$ cat src/rtl/mips_isa_pkg.sv
// Shared MIPS instruction-format definitions for the instruction loader.
// Holds the request class codes, field bit positions, common opcodes and the loader state type.
package mips_isa_pkg;

  localparam logic [1:0] CLASS_R = 2'b00;
  localparam logic [1:0] CLASS_I = 2'b01;
  localparam logic [1:0] CLASS_J = 2'b10;
  localparam logic [1:0] CLASS_X = 2'b11;

  localparam logic [5:0] OP_RTYPE = 6'h00;
  localparam logic [5:0] OP_J     = 6'h02;
  localparam logic [5:0] OP_JAL   = 6'h03;
  localparam logic [5:0] OP_BEQ   = 6'h04;
  localparam logic [5:0] OP_ADDI  = 6'h08;
  localparam logic [5:0] OP_LW    = 6'h23;
  localparam logic [5:0] OP_SW    = 6'h2B;

  localparam logic [5:0] FUNCT_ADD = 6'h20;
  localparam logic [5:0] FUNCT_SUB = 6'h22;
  localparam logic [5:0] FUNCT_AND = 6'h24;
  localparam logic [5:0] FUNCT_OR  = 6'h25;
  localparam logic [5:0] FUNCT_SLT = 6'h2A;

  localparam int OPCODE_LSB = 26;
  localparam int RS_LSB     = 21;
  localparam int RT_LSB     = 16;
  localparam int RD_LSB     = 11;
  localparam int SHAMT_LSB  = 6;
  localparam int FUNCT_LSB  = 0;
  localparam int IMM_LSB    = 0;
  localparam int TARGET_LSB = 0;

  typedef enum logic [1:0] {
    ST_LOAD,
    ST_DRAIN,
    ST_DONE,
    ST_OVERFLOW
  } enc_state_t;

  // R-type always carries the all-zero opcode regardless of what the requester supplied.
  function automatic logic [31:0] encode_word(
    input logic [1:0]  cls,
    input logic [5:0]  opcode,
    input logic [4:0]  rs,
    input logic [4:0]  rt,
    input logic [4:0]  rd,
    input logic [4:0]  shamt,
    input logic [5:0]  funct,
    input logic [15:0] imm,
    input logic [25:0] target
  );
    logic [31:0] word;
    word = '0;
    unique case (cls)
      CLASS_R: begin
        word[OPCODE_LSB +: 6] = OP_RTYPE;
        word[RS_LSB     +: 5] = rs;
        word[RT_LSB     +: 5] = rt;
        word[RD_LSB     +: 5] = rd;
        word[SHAMT_LSB  +: 5] = shamt;
        word[FUNCT_LSB  +: 6] = funct;
      end
      CLASS_I: begin
        word[OPCODE_LSB +: 6]  = opcode;
        word[RS_LSB     +: 5]  = rs;
        word[RT_LSB     +: 5]  = rt;
        word[IMM_LSB    +: 16] = imm;
      end
      CLASS_J: begin
        word[OPCODE_LSB +: 6]  = opcode;
        word[TARGET_LSB +: 26] = target;
      end
      default: word = '0;
    endcase
    return word;
  endfunction

endpackage

$ cat src/rtl/sync_fifo.sv
// Single-clock FIFO with combinational read data at the head entry.
// A push into a full FIFO is taken only when a pop happens on the same edge; flush wins over push/pop.
module sync_fifo #(
  parameter int WIDTH = 32,
  parameter int DEPTH = 4
) (
  input  logic                     clk,
  input  logic                     resetN,
  input  logic                     flush,
  input  logic                     push,
  input  logic                     pop,
  input  logic [WIDTH-1:0]         din,
  output logic [WIDTH-1:0]         dout,
  output logic                     full,
  output logic                     empty,
  output logic [$clog2(DEPTH):0]   count
);

  localparam int PW = $clog2(DEPTH);
  localparam int CW = PW + 1;

  logic [WIDTH-1:0] mem [DEPTH];
  logic [PW-1:0]    wr_ptr;
  logic [PW-1:0]    rd_ptr;
  logic             push_ok;
  logic             pop_ok;

  assign full    = (count == CW'(DEPTH));
  assign empty   = (count == '0);
  assign push_ok = push & (!full | pop);
  assign pop_ok  = pop & !empty;
  assign dout    = mem[rd_ptr];

  always_ff @(posedge clk or negedge resetN) begin
    if (!resetN) begin
      wr_ptr <= '0;
      rd_ptr <= '0;
      count  <= '0;
    end else if (flush) begin
      wr_ptr <= '0;
      rd_ptr <= '0;
      count  <= '0;
    end else begin
      if (push_ok) wr_ptr <= wr_ptr + PW'(1);
      if (pop_ok)  rd_ptr <= rd_ptr + PW'(1);
      unique case ({push_ok, pop_ok})
        2'b10:   count <= count + CW'(1);
        2'b01:   count <= count - CW'(1);
        default: count <= count;
      endcase
    end
  end

  always_ff @(posedge clk) begin
    if (push_ok && !flush) mem[wr_ptr] <= din;
  end

endmodule

$ cat src/rtl/instruction_encoder.sv
// Encodes field-level instruction requests into MIPS words, buffers them and writes them
// sequentially into instruction memory through a stall-tolerant output register.
module instruction_encoder
  import mips_isa_pkg::*;
#(
  parameter int FIFO_DEPTH = 4,
  parameter int ADDR_WIDTH = 8,
  parameter int BASE_ADDR  = 0
) (
  input  logic                         clk,
  input  logic                         resetN,
  input  logic                         reqValid,
  output logic                         reqReady,
  input  logic [1:0]                   reqClass,
  input  logic [5:0]                   reqOpcode,
  input  logic [4:0]                   reqRs,
  input  logic [4:0]                   reqRt,
  input  logic [4:0]                   reqRd,
  input  logic [4:0]                   reqShamt,
  input  logic [5:0]                   reqFunct,
  input  logic [15:0]                  reqImm,
  input  logic [25:0]                  reqTarget,
  input  logic                         finish,
  input  logic                         restart,
  input  logic                         memStall,
  output logic                         memWriteEnable,
  output logic [ADDR_WIDTH-1:0]        memWriteAddress,
  output logic [31:0]                  memWriteData,
  output logic                         loadDone,
  output logic                         addrOverflow,
  output logic                         encodeError,
  output logic [$clog2(FIFO_DEPTH):0]  fifoCount
);

  localparam logic [ADDR_WIDTH-1:0] BASE_PTR = ADDR_WIDTH'(BASE_ADDR);
  localparam logic [ADDR_WIDTH-1:0] LAST_PTR = '1;

  enc_state_t state_q;
  enc_state_t state_d;

  logic [31:0]           word_p0;
  logic                  accept;
  logic                  legal;
  logic                  push;
  logic                  pop;
  logic                  fifo_flush;
  logic                  fifo_full;
  logic                  fifo_empty;
  logic [31:0]           fifo_dout;
  logic                  vld_p1;
  logic [31:0]           data_p1;
  logic [ADDR_WIDTH-1:0] ptr_q;
  logic                  write_done;
  logic                  ovf_hit;
  logic                  restart_hit;
  logic                  active;
  logic                  err_q;

  // Stage p0: combinational encode of the request currently on the bus
  assign word_p0 = encode_word(reqClass, reqOpcode, reqRs, reqRt, reqRd,
                               reqShamt, reqFunct, reqImm, reqTarget);

  assign reqReady    = (state_q == ST_LOAD) & !fifo_full;
  assign accept      = reqValid & reqReady;
  assign legal       = (reqClass != CLASS_X);
  assign push        = accept & legal;
  assign active      = (state_q == ST_LOAD) | (state_q == ST_DRAIN);
  assign restart_hit = restart & ((state_q == ST_DONE) | (state_q == ST_OVERFLOW));
  assign write_done  = vld_p1 & !memStall;
  // The last address ends the load: nothing further may be popped, so the pointer never wraps.
  assign ovf_hit     = write_done & (ptr_q == LAST_PTR);
  assign pop         = !fifo_empty & (!vld_p1 | !memStall) & active & !ovf_hit;
  assign fifo_flush  = restart_hit | ovf_hit;

  sync_fifo #(
    .WIDTH (32),
    .DEPTH (FIFO_DEPTH)
  ) u_fifo (
    .clk    (clk),
    .resetN (resetN),
    .flush  (fifo_flush),
    .push   (push),
    .pop    (pop),
    .din    (word_p0),
    .dout   (fifo_dout),
    .full   (fifo_full),
    .empty  (fifo_empty),
    .count  (fifoCount)
  );

  // Stage p1: memory write register, held while the memory stalls
  always_ff @(posedge clk or negedge resetN) begin
    if (!resetN) begin
      vld_p1  <= 1'b0;
      data_p1 <= '0;
      ptr_q   <= BASE_PTR;
    end else if (restart_hit) begin
      vld_p1  <= 1'b0;
      ptr_q   <= BASE_PTR;
    end else if (ovf_hit) begin
      vld_p1  <= 1'b0;
    end else begin
      if (write_done) ptr_q <= ptr_q + ADDR_WIDTH'(1);
      if (pop) begin
        vld_p1  <= 1'b1;
        data_p1 <= fifo_dout;
      end else if (write_done) begin
        vld_p1  <= 1'b0;
      end
    end
  end

  always_ff @(posedge clk or negedge resetN) begin
    if (!resetN)                  err_q <= 1'b0;
    else if (restart_hit)         err_q <= 1'b0;
    else if (accept && !legal)    err_q <= 1'b1;
  end

  always_ff @(posedge clk or negedge resetN) begin
    if (!resetN) state_q <= ST_LOAD;
    else         state_q <= state_d;
  end

  always_comb begin
    state_d = state_q;
    unique case (state_q)
      ST_LOAD: begin
        if (ovf_hit)     state_d = ST_OVERFLOW;
        else if (finish) state_d = ST_DRAIN;
      end
      ST_DRAIN: begin
        if (ovf_hit)                                  state_d = ST_OVERFLOW;
        else if (fifo_empty && (!vld_p1 || write_done)) state_d = ST_DONE;
      end
      ST_DONE, ST_OVERFLOW: begin
        if (restart) state_d = ST_LOAD;
      end
      default: state_d = ST_LOAD;
    endcase
  end

  assign memWriteEnable  = vld_p1;
  assign memWriteAddress = ptr_q;
  assign memWriteData    = data_p1;
  assign loadDone        = (state_q == ST_DONE);
  assign addrOverflow    = (state_q == ST_OVERFLOW);
  assign encodeError     = err_q;

endmodule

$ cat config.mk
export PLATFORM = sky130hd
export DESIGN_NAME = instruction_encoder
export DESIGN_NICKNAME = d
export VERILOG_FILES = /design/src/rtl/mips_isa_pkg.sv /design/src/rtl/sync_fifo.sv /design/src/rtl/instruction_encoder.sv
export SDC_FILE = /design/constraint.sdc
export NUM_CORES = 1
export LEC_CHECK = 0
export CAP_MARGIN = 15
export CORE_AREA = 2 2 145 147
export CTS_CLUSTER_SIZE = 14
export DETAILED_ROUTE_END_ITERATION = 10
export DIE_AREA = 0 0 147 149
export SLEW_MARGIN = 20
export SYNTH_ARGS = -nofsm -noshare
export SYNTH_HDL_FRONTEND = slang
export SYNTH_SLANG_ARGS = --single-unit
$ cat constraint.sdc
create_clock -name clk -period 5 [get_ports clk]
set_clock_uncertainty 0.15 [all_clocks]
set_input_delay 0.75 -clock clk [delete_from_list [all_inputs] [get_ports clk]]
set_output_delay 0.75 -clock clk [all_outputs]
set_load 0.01 [all_outputs]
==> results.py <==
metrics = {
    "sta": {
        "finalSetupTns_ps": 0,
        "slew_viol_final": 0,
        "setup_viol": 0,
        "rsz0062_at_grt": "no",
        "max_freq_ghz": 0.315,
        "hold_viol": 0,
        "finalCritPeriodShare_pct": 63.4,
        "max_slew.worst_pin.slew_ps": 926,
        "fin_crit_ps": 3170,
        "slew-limit-headroom_pct": 38.2,
    },
    "yosys": {
        "synth.distinct_cells": 43,
        "yosysTopAreaCellShare_pct": 51.9,
        "synth_most_common_cell": "edfxtp_1",
        "synth.area.top_cells": "edfxtp_1, dfrtp_1, mux4_2",
        "synthTopCellsByCount": "edfxtp_1, dfrtp_1, nand2_1, mux2_2, mux4_2",
        "postSynthCellCount": 443,
        "syn-num-nets": 531,
        "yosysTopAreaCell": "edfxtp_1",
        "yosys_warnings": 0,
        "syn_area_um2": 7410,
        "synth.avg_cell_area_um2": 16.7,
        "ys_seq_area_share_pct": 69.1,
        "synth_edf_count": 128,
        "synth_flop_cell": "edfxtp_1",
        "synth.ff_latch_count": 179,
        "async_flop_share_pct": 28.5,
    },
    "clock_tree": {
        "cts_buffer_depth": 2,
        "cts_tree": "yes",
        "hold_buffers": 0,
        "clock_insertion_delay_worst_skew_ps": 420,
        "cts.sinks": 179,
        "path_clk_slew_ps": 70,
        "post_cts_buffers": 0,
        "ctsResizeCount": 0,
        "ctsHtreeMaxLevel": 4,
        "cts-root-buf": "clkbuf_16",
        "cts_buffers": 17,
    },
    "floorplan": {
        "die_w_um": 147,
        "coreArea_um2": 20600,
        "die_h_um": 149,
        "dieArea_um2": 21900,
        "rows": 53,
        "start_util_pct": 36.0,
        "io_pins": 130,
    },
    "job": {
        "drv_cap": 0,
    },
    "worst_setup_path": {
        "crit_end": "u_fifo.mem[1][13]",
        "worst_r2r_path_depth": 6,
        "r2r_end": "u_fifo.mem[1][13]",
        "startpoint": "reqClass[0]",
        "slowest_delay_ps": 820,
        "worst_setup_path_start_kind": "primary input",
        "worst_setup_path_end_kind": "register",
        "worst_ep_required_time_ps": 4890,
        "r2r-start": "memWriteAddress[0]",
        "cp.arrival_ps": 3060,
        "cp_max_fo": 32,
        "cp_slowest_cell": "clkdlybuf4s50_1",
        "cp_cell_sequence": "clkdlybuf4s50_1 > nand2_1 > nand3_4 > nor2_1 > and2_2",
        "crit_type": "primary input to register",
        "r2r_slack_ps": 2140,
    },
    "routing": {
        "num_vias": 4078,
        "first_iter_violations": 194,
        "wire_per_inst_um": 17.6,
        "first_pass_iters": 4,
        "vias_per_cell": 4.75,
        "routed_wirelength_um": 15100,
        "drc": 0,
        "antenna_left": 0,
    },
    "pwr": {
        "powerDensity_nw_per_um2": 513,
        "finalPower_w": 0.00489,
        "p_leak_nw": 3.39,
        "max-vdd-ir-drop_uv": 222,
    },
    "placed_design": {
        "placed_cells": 826,
        "dp_hpwl_um": 9660,
        "gp_congestion": 0.745,
        "io_buffers": 129,
    },
    "global_routing": {
        "grt.total_usage_pct": 14.4,
        "grt_pass1_vias": 4383,
        "grtUsageMet2_pct": 25.4,
        "busiest_layer": "met2",
        "grt_pass1_wl_um": 23700,
        "antenna_found_initial": 0,
        "global_route.usage.met1_pct": 17.5,
        "grt.met3_usage_pct": 3.67,
        "grt-ovfl-total": 0,
        "grt_max_degree": 52,
    },
    "cells_and_area": {
        "fin_util_pct": 46.3,
        "final_layout_size_suffix_gt1_share_pct": 19.2,
        "antenna_cells": 0,
        "area_growth_pct": 28.4,
        "nets": 658,
        "stdcell_count": 858,
    },
    "run_status": {
        "status": "finished clean",
    },
    "min_path": {
        "hold_path.class": "primary input to async pin",
    },
}
[metrics by stage]
stage               area (um^2)  hold slack [ps]  setup slack (ps)
floorplan                  7410              304              2260
global route               9520              374              1600
CTS                        9520              335              1730
finish                     9520              309              1830
detailed placement         8950              349              1290
global placement           8950              344              1460
[cells by family after synthesis]
logic type	synth area share [%]
buf+inv	2.23
flops	69.1
fa+ha+maj	1.11
compound gates	2.80
simple gates	6.57
xor+xnor	1.18
mux	17.0
[area by class of cell]
cell class	count	area, um^2
fill	1805	11000
clock inverter	12	131
tap	275	344
timing repair buffer	131	1300
clock buffer	20	437
inverter	14	52.6
multi-input combinational	227	2130
sequential	179	5120
[per-layer routing]
metal  up-vias  wire [um]
met5         -          0
met4         0        146
met1      2037       6330
met2       105       7940
li1       1926          -
met3        10        705
[worst max-delay path, delay by kind of cell]
family	cells	cell delay, ps
buffers and inverters	1	820
AND/OR/NAND/NOR	4	1450
[worst min-delay path by stage]
| stage | slack, ps | end | cells past startpoint |
|---|---|---|---|
| after CTS | 340 | memWriteData[5] | 2 |
| after global placement | 340 | memWriteData[16] | 1 |
| after global routing | 370 | memWriteData[24] | 2 |
| final | 310 | memWriteData[5] | 2 |
| after detailed placement | 350 | memWriteData[15] | 1 |
| after floorplan | 300 | encodeError | 0 |
[cell usage in the layout (no fill, tap or decap), types with 6 or more instances in the layout]
master             n
edfxtp_1         128
clkdlybuf4s50_1  127
dfrtp_1           49
nand2_1           34
mux4_2            32
mux2_2            32
o21ai_0           27
mux2i_1           18
clkbuf_16         17
nor2_1            16
inv_1             14
xor2_1             7
and2_1             6
and2_2             6
[registers in the layout, summed over array words and instances, names as in the netlist]
signal and count:
state_q 2, u_fifo.mem 128, memWriteEnable 1, u_fifo.rd_ptr 2, u_fifo.wr_ptr 2, memWriteData 32, memWriteAddress 8, u_fifo.count 3
encodeError 1
[power by group]
group | leakage, nW | total (W) | switching [W] | internal, W
combinational | 1.34 | 0.00150 | 0.000594 | 0.000908
sequential | 1.79 | 0.00211 | 0.000244 | 0.00187
clock | 0.268 | 0.00127 | 0.000538 | 0.000737
total | 3.39 | 0.00489 | 0.00138 | 0.00351
No activity file was read; power rests on OpenSTA's default activity.
==> variant, RTL diff (same settings) <==
The parameter `FIFO_DEPTH` goes from 4 to 2.
--- a/src/rtl/instruction_encoder.sv
+++ b/src/rtl/instruction_encoder.sv
@@ -3,7 +3,7 @@
 module instruction_encoder
   import mips_isa_pkg::*;
 #(
-  parameter int FIFO_DEPTH = 4,
+  parameter int FIFO_DEPTH = 2,
   parameter int ADDR_WIDTH = 8,
   parameter int BASE_ADDR  = 0
 ) (
Interface: changed (resized fifoCount); port bits go from 130 to 129. No check against the original RTL was run, so the function may have changed too.
==> variant against the unedited design <==
Final area decreased by 28%. Synthesized area decreased by 33%. Sequential cell count decreased by 67. Wire length decreased by 23%. Total power decreased by 35%. Hold slack improved by 0.028 ns. Fmax increased by 3.2%. Worst setup slack improved by 0.098 ns. Highest routed layer is now met5.
==> variant: results (changes against the unedited design) <==
- Run status: finished, final reports clean
- Met3 Wirelength: 597 µm (-15%)
- DRT iter0 DRCs: 105 (-46%)
- Num CTS Buffers: 9 (-8)
- First-pass GRT wire length: 18.1 mm (-24%)
- Seq/Total Area, Yosys: 62.5% (-6.6 points)
- Pre-CTS WS: 1.50 ns (+0.210 ns)
- Post-cts sizing count: 0 (unchanged)
- Clock share of power: 21.4% (-4.7 points)
- Worst-skew pair later-pin latency: 0.35 ns (-0.07 ns)
- Crit-path slowest cell: nor2b_4
- Pin count of the biggest net entering global routing: 49 (-5.8%)
- Synth top cells by count: edfxtp_1 (64), dfrtp_1 (48), nand2_1 (33)
- Cell leakage power: 2.59 nW (-24%)
- Layout cells sized above 1: 18.8% (-0.44 points)
- Vias per cell: 4.21 (-11%)
- Adder-cell share of the synthesized area: 0.250% (-0.86 points)
- DP Wirelength: 7.96 mm (-18%)
- CP max FO: 20 (-38%)
- RD Place Congestion: 0.779 (+4.5%)
- Delay-heaviest family, CP: buffers and inverters
- Clock transition at path regs: 0.07 ns (about the same)
- Synth Area in XOR/XNOR: 0.877% (-0.31 points)
- Largest cells by area after synthesis: edfxtp_1 (38%), dfrtp_1 (24%), mux2_4 (8.7%)
- Vias in the first global route: 3328 (-24%)
- EDFF count, synth: 64 (-50%)
- First drt pass iteration count: 4 (unchanged)
- Crit-path max cell delay: 0.68 ns (-0.14 ns)
- Worst-margin pin slew: 0.994 ns (+0.0679 ns)
- PortBufs: 128 (-0.78%)
- Routed WL: 11.6 mm (-23%)
- Uppermost routed layer: met5
- Synth cell types: 40 (-7.0%)
- Sequential power share: 43.3% (about the same)
- Initial antenna violation count: 1 (+1)
- Sw power: 0.931 mW (-32%)
- Maximum level of the CTS H-tree: 3 (-1)
- Hold WC Path Type: flip-flop to flip-flop
- # nets final: 568 (-14%)
- WL met1: 4.95 mm (-22%)
- Gr usage total: 11.0% (-3.4 points)
- CP arrival: 3.15 ns (+0.09 ns)
- Met2 wire len: 5.79 mm (-27%)
- Compound-cell area share of the yosys netlist: 5.43% (+2.6 points)
- Mux share of post-synthesis cell area: 20.2% (+3.2 points)
- Syn nets: 439 (-17%)
- VDD IR max: 0.140 mV (-37%)
- Max reg flops: 64 (-50%)
==> variant: worst register-to-register path: cells and delay by family, from the launching register on <==
family | cells | cell delay, ns
muxes | 1 | 0.36
and+or+nand+nor | 3 | 0.98
DFF | 1 | 0.44
buffers and inverters | 1 | 0.42
adders and majority gates | 1 | 0.27
==> variant: path summary, 6_finish.rpt <==
kind | slack [ns] | cells past startpoint | startpoint | end
worst min register to register | 0.34 | 1 | memWriteData[8] | memWriteData[8]
worst max-delay path | 1.93 | 6 | memStall | memWriteData[31]
max in group asynchronous | 3.88 | 2 | resetN | u_fifo.rd_ptr
worst min-delay path | 0.34 | 1 | memWriteData[8] | memWriteData[8]
min in group asynchronous | 0.36 | 2 | resetN | memWriteAddress[0]
worst max register to register | 2.28 | 6 | memWriteAddress[0] | memWriteData[31]
==> variant: final cells by class <==
type	instances	area [µm²]
Clock inverter	7	53.8
Sequential cell	112	3120
Fill cell	2037	13700
Multi-Input combinational cell	214	1740
Tap cell	275	344
Inverter	13	48.8
Clock buffer	9	225
Timing Repair Buffer	135	1320
==> variant: stage by stage <==
| stage | hold WS (ns) | total power [mW] | std cells | utilization (%) | cell area, µm² |
|---|---|---|---|---|---|
| 2_1_floorplan | 0.304 | 2.01 | 356 | - | 5000 |
| 3_3_place_gp | 0.323 | 2.52 | 749 | 32.0 | 6580 |
| 3_5_place_dp | 0.327 | 2.55 | 749 | 32.0 | 6580 |
| 4_1_cts | 0.344 | 3.25 | 765 | 33.4 | 6860 |
| 5_1_grt | 0.365 | 3.38 | 765 | 33.4 | 6860 |
| 6_report | 0.337 | 3.19 | 765 | 33.4 | 6860 |
==> variant: metal layers <==
metal	track usage [%]	up-vias
met5	0	-
met4	5.29	2
met3	2.45	17
met2	18.5	103
met1	13.5	1550
li1	-	1552
